`src/rtl/arm_pipe_scoreboard.sv`:
```
// arm_pipe_scoreboard: hazard/scoreboard unit that sits beside the ID stage of the ARM pipeline.
// It tracks in-flight register writes in a DEPTH-entry shift register. Slot 0 is EXE and slot
// DEPTH-1 is the last stage before the register-file write. From these entries it drives the
// IF/ID freeze, the optional forwarding selects and a saturating stall counter.
//
// Optional feature: define ARM_PIPE_FWD_EN to enable operand forwarding. With forwarding, only
// load-use stalls remain. Without it (the default build), any in-flight write to a source stalls.
//
// Ports:
//   clk_i          rising-edge clock
//   rst_i          synchronous active-high reset
//   id_valid_i     ID holds a real instruction
//   id_src1_i      first source register (Rn)
//   id_src2_i      second source register (Rm, or Rd for STR)
//   id_two_src_i   id_src2_i is live
//   id_wb_en_i     ID instruction writes id_dest_i
//   id_mem_r_en_i  ID instruction is a load
//   id_dest_i      ID destination register
//   flush_i        branch taken in EXE; squash the ID instruction
//   hazard_o       freeze PC + IF/ID, bubble into ID/EXE
//   fwd_sel1_o     src1 source: 0 = register file, k = result of slot k-1
//   fwd_sel2_o     src2 source, same encoding
//   inflight_o     number of valid writing slots (registered)
//   stall_count_o  saturating count of hazard cycles
module arm_pipe_scoreboard #(
  parameter int unsigned REG_AW = 4,
  parameter int unsigned DEPTH  = 2,
  parameter int unsigned CNT_W  = 16
) (
  input  logic              clk_i,
  input  logic              rst_i,
  input  logic              id_valid_i,
  input  logic [REG_AW-1:0] id_src1_i,
  input  logic [REG_AW-1:0] id_src2_i,
  input  logic              id_two_src_i,
  input  logic              id_wb_en_i,
  input  logic              id_mem_r_en_i,
  input  logic [REG_AW-1:0] id_dest_i,
  input  logic              flush_i,
  output logic              hazard_o,
  output logic [3:0]        fwd_sel1_o,
  output logic [3:0]        fwd_sel2_o,
  output logic [3:0]        inflight_o,
  output logic [CNT_W-1:0]  stall_count_o
);

  typedef struct packed {
    logic              v;
    logic              wb;
    logic              ld;
    logic [REG_AW-1:0] dest;
  } entry_t;

  entry_t [DEPTH-1:0] slot_q, slot_d;
  logic   [3:0]       inflight_q, inflight_d;
  logic   [CNT_W-1:0] stall_q, stall_d;

  logic [DEPTH-1:0] match1, match2;
  logic             id_live;

  assign id_live = id_valid_i & ~flush_i;

  always_comb begin
    for (int i = 0; i < DEPTH; i++) begin
      match1[i] = slot_q[i].v & slot_q[i].wb & (slot_q[i].dest == id_src1_i);
      match2[i] = slot_q[i].v & slot_q[i].wb & id_two_src_i & (slot_q[i].dest == id_src2_i);
    end
  end

`ifdef ARM_PIPE_FWD_EN
  // Only a load sitting in EXE cannot be forwarded yet: one bubble resolves it.
  assign hazard_o = id_live & slot_q[0].ld & (match1[0] | match2[0]);

  // Scan oldest to youngest so the youngest match overwrites older ones.
  always_comb begin
    fwd_sel1_o = 4'd0;
    fwd_sel2_o = 4'd0;
    for (int i = DEPTH - 1; i >= 0; i--) begin
      if (match1[i]) fwd_sel1_o = 4'(i + 1);
      if (match2[i]) fwd_sel2_o = 4'(i + 1);
    end
    if (hazard_o) begin
      fwd_sel1_o = 4'd0;
      fwd_sel2_o = 4'd0;
    end
  end
`else
  assign hazard_o   = id_live & ((|match1) | (|match2));
  assign fwd_sel1_o = 4'd0;
  assign fwd_sel2_o = 4'd0;
`endif

  always_comb begin
    slot_d = slot_q;
    for (int i = DEPTH - 1; i >= 1; i--) begin
      slot_d[i] = slot_q[i-1];
    end
    // A stalled or squashed instruction leaves a bubble in EXE.
    slot_d[0] = '0;
    if (id_live && !hazard_o) begin
      slot_d[0].v    = 1'b1;
      slot_d[0].wb   = id_wb_en_i;
      slot_d[0].ld   = id_mem_r_en_i;
      slot_d[0].dest = id_dest_i;
    end
  end

  always_comb begin
    inflight_d = 4'd0;
    for (int i = 0; i < DEPTH; i++) begin
      inflight_d = inflight_d + {3'b000, slot_d[i].v & slot_d[i].wb};
    end
  end

  always_comb begin
    stall_d = stall_q;
    if (hazard_o && (stall_q != {CNT_W{1'b1}})) begin
      stall_d = stall_q + CNT_W'(1);
    end
  end

  always_ff @(posedge clk_i) begin
    if (rst_i) begin
      slot_q     <= '0;
      inflight_q <= 4'd0;
      stall_q    <= '0;
    end else begin
      slot_q     <= slot_d;
      inflight_q <= inflight_d;
      stall_q    <= stall_d;
    end
  end

  assign inflight_o    = inflight_q;
  assign stall_count_o = stall_q;

endmodule

```
`config.mk`:
```
export PLATFORM = sky130hd
export DESIGN_NAME = arm_pipe_scoreboard
export DESIGN_NICKNAME = d
export VERILOG_FILES = /design/src/rtl/arm_pipe_scoreboard.sv
export SDC_FILE = /design/constraint.sdc
export NUM_CORES = 1
export LEC_CHECK = 0
export ABC_AREA = 1
export BUFFER_PORTS_ARGS = -buffer_cell sky130_fd_sc_hd__buf_2
export CAP_MARGIN = 20
export CORE_ASPECT_RATIO = 1.2
export CORE_UTILIZATION = 25
export CTS_CLUSTER_SIZE = 14
export DETAILED_ROUTE_END_ITERATION = 6
export GPL_TIMING_DRIVEN = 0
export MAX_ROUTING_LAYER = met4
export SYNTH_ARGS = -nofsm -noshare
export SYNTH_HDL_FRONTEND = slang
export SYNTH_SLANG_ARGS = --single-unit
```
`constraint.sdc`:
```
create_clock -name clk_i -period 1.6 [get_ports clk_i]
set_clock_uncertainty 0.05 [all_clocks]
set_input_delay 0.08 -clock clk_i [delete_from_list [all_inputs] [get_ports clk_i]]
set_output_delay 0.08 -clock clk_i [all_outputs]
set_load 0.02 [all_outputs]
```
==> results of run 1 <==
## state kept, by name, summed over array words and instances (netlist names)
name,cells
stall_count_o,16
slot_d,6
slot_q,6
inflight_o,2
## per-layer routing
layer	vias to the layer above	GRT usage, %	part of all wire, %
met5	-	-	0
met4	0	4.91	1.6
met3	9	2.99	5.6
met2	64	21.4	48
met1	898	14.6	45
li1	1079	-	-
## through the flow
stage / std cells / power (mW)
final: 482 / 1.58
after global routing: 482 / 1.65
after CTS: 477 / 1.60
after detailed placement: 461 / 0.936
after global placement: 461 / 0.935
after floorplan: 334 / 0.888
## worst min path at each step
stage / endpoint / cells past startpoint / start
floorplan: slot_d[10] / 2 / id_dest_i[3]
global placement: slot_d[9] / 3 / id_dest_i[2]
detailed placement: slot_d[9] / 3 / id_dest_i[2]
CTS: slot_q[10] / 2 / rst_i
global route: slot_q[7] / 2 / rst_i
finish: slot_q[7] / 2 / rst_i
## cell type report
type,count,share of cell area [%]
inverters,77,10.9
clock inverters,1,0.188
repair buffers,48,12.3
flip-flops and latches,30,23.1
clock buffers,7,3.25
well taps,92,4.33
multi-input cells,209,40.6
plain buffers,18,5.36
## where the power goes
| group | total (mW) | switching (mW) | leakage [nW] | internal (mW) |
|---|---|---|---|---|
| clock | 0.646 | 0.299 | 0.0482 | 0.347 |
| combinational | 0.176 | 0.106 | 1.06 | 0.0706 |
| sequential | 0.759 | 0.00507 | 0.247 | 0.754 |
## what timing repair did
| item | 4_1_cts | 5_1_grt |
|---|---|---|
| pin swaps | 6 | 12 |
| hold buffers | 4 | 0 |
| buffers inserted | 4 | 3 |
| setup endpoints to repair | 11 | 20 |
| gates cloned | 0 | 2 |
| hold endpoints to repair | 4 | 0 |
| gates resized for setup | 8 | 24 |
## critical path, stage by stage (launching register included)
cell	delay [ns]
dfxtp_2	0.33
inv_2	0.06
nand2_1	0.05
nand2_1	0.06
inv_2	0.03
nand2_1	0.08
nor2_2	0.04
nor2_2	0.17
nand2_4	0.08
buf_4	0.14
buf_8	0.13
clkbuf_16	0.15
nand3_1	0.06
nand2_1	0.05
inv_1	0.05
nor2_1	0.03
## logic make-up after synthesis
| group | Yosys count | share of synthesized area (%) |
|---|---|---|
| DFF | 30 | 30.3 |
| buffers and inverters | 95 | 21.0 |
| other | 1 | 0.189 |
| xor gates and xnor gates | 3 | 1.33 |
| AOI/OAI and AO/OA | 5 | 1.58 |
| and+or+nand+nor | 189 | 44.3 |
| adders and majority gates | 2 | 1.26 |
## cell usage after synthesis
library cell  number
nor2_2             3
nor2_1            44
nor3_2             2
nand3b_1           1
nand3_1           18
nand4_4            1
xnor2_1            3
buf_4             11
nor4_2             1
o211ai_1           1
ha_1               2
a21oi_1            2
nand4_2            1
nand4_1           18
nor3_1             1
clkbuf_1           2
dfxtp_1           30
nand3_2            3
buf_2              3
inv_1             66
buf_6              2
conb_1             1
clkinv_1           1
nand2_1           93
nor2_4             2
a31oi_1            1
a21boi_0           1
nand2_4            1
inv_2             10
==> impl_metrics.toml, run 1 <==
[routing]
wl_mm = 5.09
viasPerCell = 4.25
routedWlPerCell_um = 10.6
ant_nets = 0
dr.pass1.iters = 4
drc = 0
detail_route.iter0.violations = 44
vias = 2050

[clock_network]
insertion_delay_ns = 0.28
cts_tree = "done"
cts.clk_slew.worst_paths_ns = 0.07
h-tree-depth = 2
clockRootBuffer = "clkbuf_8"
clk_path_buf_depth = 2
clock-sinks = 30
cts_made_buffers = 5

[status]
violations = "negative setup slack"
status = "complete, but fails checks"

[timing]
tns_ns = -0.560
finalMaxSlewViolations = 0
hold_viol = 0
rsz0062_at_grt = "true"
setup_viol_count_final = 14
setup_ws_ns = -0.0659
fin_crit_sh_pct = 104
worst_hold_slack_ns = 0.0340
fmax_ghz = 0.600
finalCriticalPeriod_ns = 1.67

[grt]
grt_pass1_wl_mm = 8.20
grt_max_degree = 11
antenna_found_initial = 0
gr-total-overflow = 0
grt_pass1_vias = 1892
grt.total_usage_pct = 12.7

[floorplanning]
chipHeight_um = 99.5
die-area_mm2 = 0.00829
boundaryPins = 48
core_mm2 = 0.00766
rows = 35
floorplan.initialDensity_pct = 25.9
die-width_um = 83.3

[final_layout]
diodes = 0
nets = 410
fillerInstances = 854
fin_util_pct = 34.7
layout_commonest_cell = "nand2_1"
register_area_um2 = 614
drive_above_1_share_pct = 29.7
finalInstanceArea_mm2 = 0.00266
multi_input_area_mm2 = 0.00108
layout_common_cells = "nand2_1 (90), inv_1 (65), nor2_1 (43)"
area_delta_synth_final_pct = 34.2

[power]
vdd_drop_max_mv = 0.332
p_leak_nw = 1.36
powerDensity_mw_per_mm2 = 594

[critical_path]
critical_path.reg2reg.startpoint = "slot_d[7]"
crit_path_start_kind = "flip-flop"
path_max_fanout = 5
path_class = "flip-flop to flip-flop"
setup.worst_path.end = "stall_count_o[4]"
r2r_end = "stall_count_o[4]"
cp.required_ns = 1.73
r2r_setup_slack_ns = -0.07
r2r_cells = 15
worstPathArrival_ns = 1.80
crit_start = "slot_d[7]"
endpoint_kind = "flip-flop"

[yosys]
synth_cell_types = 29
ys_warn_count = 0
synth_area_mm2 = 0.00198
synth_cells = 325
synthTopCellsByArea = "dfxtp_1 (30%), nand2_1 (18%), inv_1 (13%), nor2_1 (8.3%), nand4_1 (5.7%)"
synth_top_area_share_pct = 30.3
yosys.area.top_type = "dfxtp_1"
ys_seq_elements = 30
yosysSeqAreaShare_pct = 30.3
synth.avg_cell_area_um2 = 6.10

[place]
hpwl_mm = 3.59
place_ws_ns = -0.140
io_buffers = 35
gp_congestion = 0.850
place_area_mm2 = 0.00231

[flow_run]
maxCapViolations = 0

[hold_path]
hp-class = "primary input to flip-flop"
Power figures use the tool's default switching activity.
==> run 2: changes to the inputs <==
--- a/config.mk
+++ b/config.mk
@@ -5,7 +5,6 @@
 export SDC_FILE = /design/constraint.sdc
 export NUM_CORES = 1
 export LEC_CHECK = 0
-export ABC_AREA = 1
 export BUFFER_PORTS_ARGS = -buffer_cell sky130_fd_sc_hd__buf_2
 export CAP_MARGIN = 20
 export CORE_ASPECT_RATIO = 1.2
==> run 2 against run 1 <==
Against the previous run: the flow finishes with violations (negative hold slack, negative setup slack); sequential power about the same; synthesized cell count shrank 47%; setup slack got worse by 0.20 ns; register-to-register slack worse by 0.20 ns; critical path depth fell by 5; first-iteration DRC count grew 9.1%; clock power increased by 48%; clock-buffer cell count down 1; critical path type unchanged; largest power group is now the clock network.
==> impl_metrics.toml, run 2 <==
[routing]
wl_mm = 3.75
dr.pass1.iters = 4
viasPerCell = 4.43
ant_nets = 0
drc = 0
detail_route.iter0.violations = 48
routedWlPerCell_um = 11.8
vias = 1413

[critical_path]
endpoint_kind = "flip-flop"
path_max_fanout = 3
crit_buf_inv = 1
worstPathArrival_ns = 1.97
cp.required_ns = 1.71
cp_cell_sequence = "xor2_1, nor3_1, nand4_1, o21ai_4, buf_6, nor2_4, nand2_2, nor2_2, ha_2, nor2b_1"
slowest_delay_ns = 0.33
path_delay_family = "simple AND/OR/NAND/NOR gates"
critPathSlowestCell = "dfxtp_2"
path_class = "flip-flop to flip-flop"
crit_path_start_kind = "flip-flop"

[yosys]
synth_common_cells = "dfxtp_1 (30), nor2_1 (13), a21oi_1 (12), o21ai_0 (12), xor2_1 (12)"
ys_warn_count = 0
synth_top_area_share_pct = 40.7
ys_async_sr_fraction_pct = 0
synth.avg_cell_area_um2 = 8.52
yosysSeqAreaShare_pct = 40.7
synth.most_common_cell = "dfxtp_1"
synth_cells = 173
synth_cell_types = 31
synth_edf_count = 0
synth_flop_cell = "dfxtp_1"
ys_seq_elements = 30
yosys.area.top_type = "dfxtp_1"
synthTopCellsByArea = "dfxtp_1 (41%), xor2_1 (7.1%), buf_4 (5.1%), nor2b_1 (4.2%), xnor2_1 (4.2%)"
synth_area_mm2 = 0.00147

[grt]
grt_max_degree = 11
grt_pass1_vias = 1350
grt_pass1_wl_mm = 5.86
grt.total_usage_pct = 12.8
antenna_found_initial = 0
gr-total-overflow = 0

[power]
combinationalPowerShare_pct = 8.4
p_int_mw = 1.49
p_sw_share_pct = 20.6
clkPwrFrac_pct = 51.1
switching_power_uw = 388
vdd_drop_max_mv = 0.879
powerDensity_mw_per_mm2 = 818
p_leak_nw = 0.939
seqPwrFrac_pct = 40.5

[timing]
tightest_slew_ns = 0.700
finalCriticalPeriod_ns = 1.86
tns_ns = -4.03
worst_hold_slack_ns = -0.00638
setup_viol_count_final = 25
finalMaxSlewViolations = 0
setup_ws_ns = -0.263
rsz0062_at_grt = "true"
fin_crit_sh_pct = 116
slew_headroom_pct = 53.3
fmax_ghz = 0.537
hold_viol = 2

[flow_run]
maxCapViolations = 0

[final_layout]
layout_commonest_cell = "buf_2"
fin_util_pct = 40.5
finalInstanceArea_mm2 = 0.00230
drive_above_1_share_pct = 49.8
largest_reg_flops = 16
diodes = 0
nets = 259
area_delta_synth_final_pct = 55.9
fillerInstances = 569
layout_common_cells = "buf_2 (35), dfxtp_1 (21), buf_4 (15)"

[floorplanning]
boundaryPins = 48
die-width_um = 72.1
chipHeight_um = 86.1
core_mm2 = 0.00567
rows = 30
die-area_mm2 = 0.00621
floorplan.initialDensity_pct = 26.0

[clock_network]
h-tree-depth = 2
cts.clk_slew.worst_paths_ns = 0.07
insertion_delay_ns = 0.29
cts_made_buffers = 5
clock-sinks = 30
clk_path_buf_depth = 2
clockRootBuffer = "clkbuf_8"
cts_tree = "done"

[status]
status = "complete, but fails checks"
violations = "negative hold slack, negative setup slack"

[place]
place_area_mm2 = 0.00181
gp_congestion = 0.821
place_ws_ns = -0.335
io_buffers = 36
hpwl_mm = 2.56

[hold_path]
hp-class = "primary input to flip-flop"
run 2: cell count changes after synthesis, moves of 4 or more:
cell     delta
nand2_1    -82
inv_1      -63
nor2_1     -31
nand4_1    -15
o21ai_0    +12
xor2_1     +12
a21oi_1    +10
inv_2      -10
nand3_1    -10
nor2b_1    +10
or3_1       +9
nor3b_1     +4
xnor2_1     +4
run 2: cell type report:
cell class	instances	area (um^2)	area share (%)
Multi-Input combinational cell	134	1010	44.0
Inverter	3	11.3	0.490
Timing Repair Buffer	49	310	13.5
Sequential cell	30	614	26.7
Clock buffer	6	82.6	3.59
Clock inverter	2	60.1	2.61
Tap cell	80	100	4.36
Buffer	15	109	4.74
run 2: what timing repair did:
action	CTS	global route
endpoints found under the hold margin	2	1
setup buffers	7	3
pin swaps	9	17
gates cloned	1	0
resized for setup	15	49
hold buffers	2	1
setup endpoints to repair	17	25
run 2: worst register-to-register path, stage by stage (launching register included):
cell	delay, ns
dfxtp_2	0.33
xor2_1	0.14
nor3_1	0.19
nand4_1	0.19
o21ai_4	0.15
buf_6	0.15
nor2_4	0.03
nand2_2	0.10
nor2_2	0.04
ha_2	0.24
nor2b_1	0.12
run 2: worst paths after layout:
| kind | startpoint | endpoint | slack, ns | cells after the start |
|---|---|---|---|---|
| setup / recovery | slot_q[9] | inflight_o[0] | -0.26 | 10 |
| hold / removal | id_dest_i[1] | slot_d[8] | -0.006 | 2 |
| setup reg to reg | slot_q[9] | inflight_o[0] | -0.26 | 10 |
| hold reg to reg | slot_d[12] | slot_q[12] | 0.42 | 1 |
run 2: routing by layer:
layer	wire length (um)	track usage [%]	part of all wire (%)
met4	76	5.88	2.0
met3	179	2.94	4.8
met1	1640	14.2	44
met2	1860	21.5	49
met5	0	-	0
run 2: power by group through the flow:
stage	Clock, mW	Sequential, mW	Combinational [mW]
final	0.959	0.760	0.159
after CTS	0.973	0.760	0.141
after global placement	0	0.777	0.128
after detailed placement	0	0.777	0.129
after global routing	1.01	0.760	0.173
after floorplan	0	0.777	0.0854
run 2: per-stage QoR:
stage                     hold WS [ns]  total power, mW  cells
after floorplan                  0.173            0.862    182
after global placement           0.300            0.905    298
after detailed placement         0.296            0.906    298
after CTS                     0.000941             1.87    316
after global routing            0.0119             1.94    319
final                         -0.00638             1.88    319
run 2: logic make-up (layout without fill, tap and decap cells):
family          count (synthesis)  count (layout)  synth area share, %
other cells                     1              10                0.254
xor+xnor                       19              19                 11.3
compound gates                 31              31                 12.1
buf+inv                        18              75                 7.30
fa+ha+maj                       2               2                 1.70
flops                          30              30                 40.7
simple gates                   70              70                 25.1
mux                             2               2                 1.44
==> run 3: changes to the inputs <==
--- a/config.mk
+++ b/config.mk
@@ -16,3 +16,4 @@
 export SYNTH_ARGS = -nofsm -noshare
 export SYNTH_HDL_FRONTEND = slang
 export SYNTH_SLANG_ARGS = --single-unit
+export TNS_END_PERCENT = 50
==> run 3 against run 2 <==
Against the previous run: critical path depth decreased by 3; via count down 3.6%; register-to-register slack barely moved; global-route usage shrank 0.15 points; sequential power hardly changed; wire length is 2.9% lower; the run still ends with negative hold slack, negative setup slack left; critical path type is now flip-flop to output port; setup slack worse by 0.018 ns; first-iteration DRC count fell by 6.3%; clock power fell by 35%; largest cell class unchanged; maximum frequency down 0.95%; die area unchanged; core utilization is 4.7 points lower.
==> impl_metrics.toml, run 3 (synthesis results as in run 2) <==
[status]
status = "complete, but fails checks"
violations = "negative hold slack, negative setup slack"

[place]
placed_cells = 298
hpwl_mm = 2.54
gp_congestion = 0.755
io_buffers = 36

[grt]
antenna_found_initial = 0
grt.total_usage_pct = 12.6
grt_pass1_wl_mm = 5.86
grt_max_degree = 11
grt_pass1_vias = 1308
gr-total-overflow = 0

[clock_network]
cts.clk_slew.worst_paths_ns = 0.06
insertion_delay_ns = 0.28
h-tree-depth = 2
clockRootBuffer = "clkbuf_8"
clk_path_buf_depth = 2
clock-sinks = 30
cts_tree = "done"
cts_made_buffers = 5
hold_buffers = 0

[critical_path]
crit_path_start_kind = "flip-flop"
worstPathArrival_ns = 1.75
r2r_cells = 6
crit_start = "slot_d[10]"
path_class = "flip-flop to output port"
endpoint_kind = "output port"
cp.required_ns = 1.47
critical_path.reg2reg.startpoint = "slot_d[10]"
path_max_fanout = 5

[power]
p_leak_nw = 0.854
vdd_drop_max_mv = 0.384
powerDensity_mw_per_mm2 = 751
power_mw = 1.53

[routing]
vias = 1362
drc = 0
wl_mm = 3.64
viasPerCell = 4.38
detail_route.iter0.violations = 45
routedWlPerCell_um = 11.7
ant_nets = 0
dr.pass1.iters = 4

[timing]
tightest_slew_ns = 0.548
finalCriticalPeriod_ns = 1.88
finalMaxSlewViolations = 0
fin_crit_sh_pct = 118
slew_headroom_pct = 63.5
setup_ws_ns = -0.280
setup_viol_count_final = 24
worst_hold_slack_ns = -0.000237
hold_viol = 1
fmax_ghz = 0.532
rsz0062_at_grt = "true"

[hold_path]
hp-class = "primary input to flip-flop"
hold_depth = 3
hold_start = "id_wb_en_i"

[floorplanning]
floorplan.initialDensity_pct = 26.0
boundaryPins = 48
rows = 30
die-area_mm2 = 0.00621
die-width_um = 72.1
core_mm2 = 0.00567
chipHeight_um = 86.1

[final_layout]
nets = 251
drive_above_1_share_pct = 38.5
largest_reg_flops = 16
diodes = 0
layout_commonest_cell = "buf_2"
final_cells = 311
layout_common_cells = "buf_2 (36), dfxtp_1 (22), buf_4 (13)"
area_delta_synth_final_pct = 37.9
fillerInstances = 600

[flow_run]
maxCapViolations = 0
## run 3: per-stage QoR
step,utilization (%),setup TNS [ns],worst slack (ns),hold WS [ns],area (um^2)
after floorplan,-,-1.01,-0.103,0.173,1530
after global placement,31.9,-3.49,-0.297,0.292,1810
after detailed placement,31.9,-3.80,-0.318,0.299,1810
after CTS,35.1,-3.11,-0.241,0.000872,1990
after global routing,35.8,-6.45,-0.384,0.00113,2030
final,35.8,-3.77,-0.280,-0.000237,2030
## run 3: path summary, 6_finish.rpt
path                      end  slack, ns
max                  hazard_o      -0.28
min                slot_d[12]    -0.0002
max reg2reg  stall_count_o[8]      -0.27
min reg2reg        slot_q[13]       0.41
## run 3: routing by layer
layer | up-vias | part of all wire (%) | GRT usage (%)
met3 | 6 | 5.2 | 3.76
met2 | 42 | 50 | 21.4
met5 | - | 0 | -
met1 | 628 | 44 | 14.2
met4 | 0 | 1.1 | 3.74
li1 | 686 | - | -
## run 3: layout make-up
cell class	count	area [um^2]	area share, %
clock buffers	7	86.3	4.25
repair buffers	41	225	11.1
clock inverters	1	5.00	0.246
well taps	80	100	4.93
inverters	3	11.3	0.554
multi-input cells	134	885	43.5
flip-flops and latches	30	611	30.0
plain buffers	15	109	5.36
## run 3: where the power goes
part	switching (mW)	internal [mW]	total (mW)
Clock	0.280	0.346	0.626
Sequential	0.00594	0.755	0.761
Combinational	0.0772	0.0605	0.138
## run 3: worst max-delay path: stages (launching register included)
cell	delay [ns]
dfxtp_2	0.37
xor2_1	0.18
nor3_1	0.08
a41o_2	0.30
o21ai_4	0.23
buf_6	0.15
inv_2	0.03
buf_6	0.12
## run 3: repair_timing
item | CTS | global route
gates resized for setup | 20 | 11
gates cloned | 1 | 0
pin swaps | 18 | 4
setup endpoints to repair | 17 | 25
buffers inserted | 4 | 0
hold endpoints to repair | 0 | 0
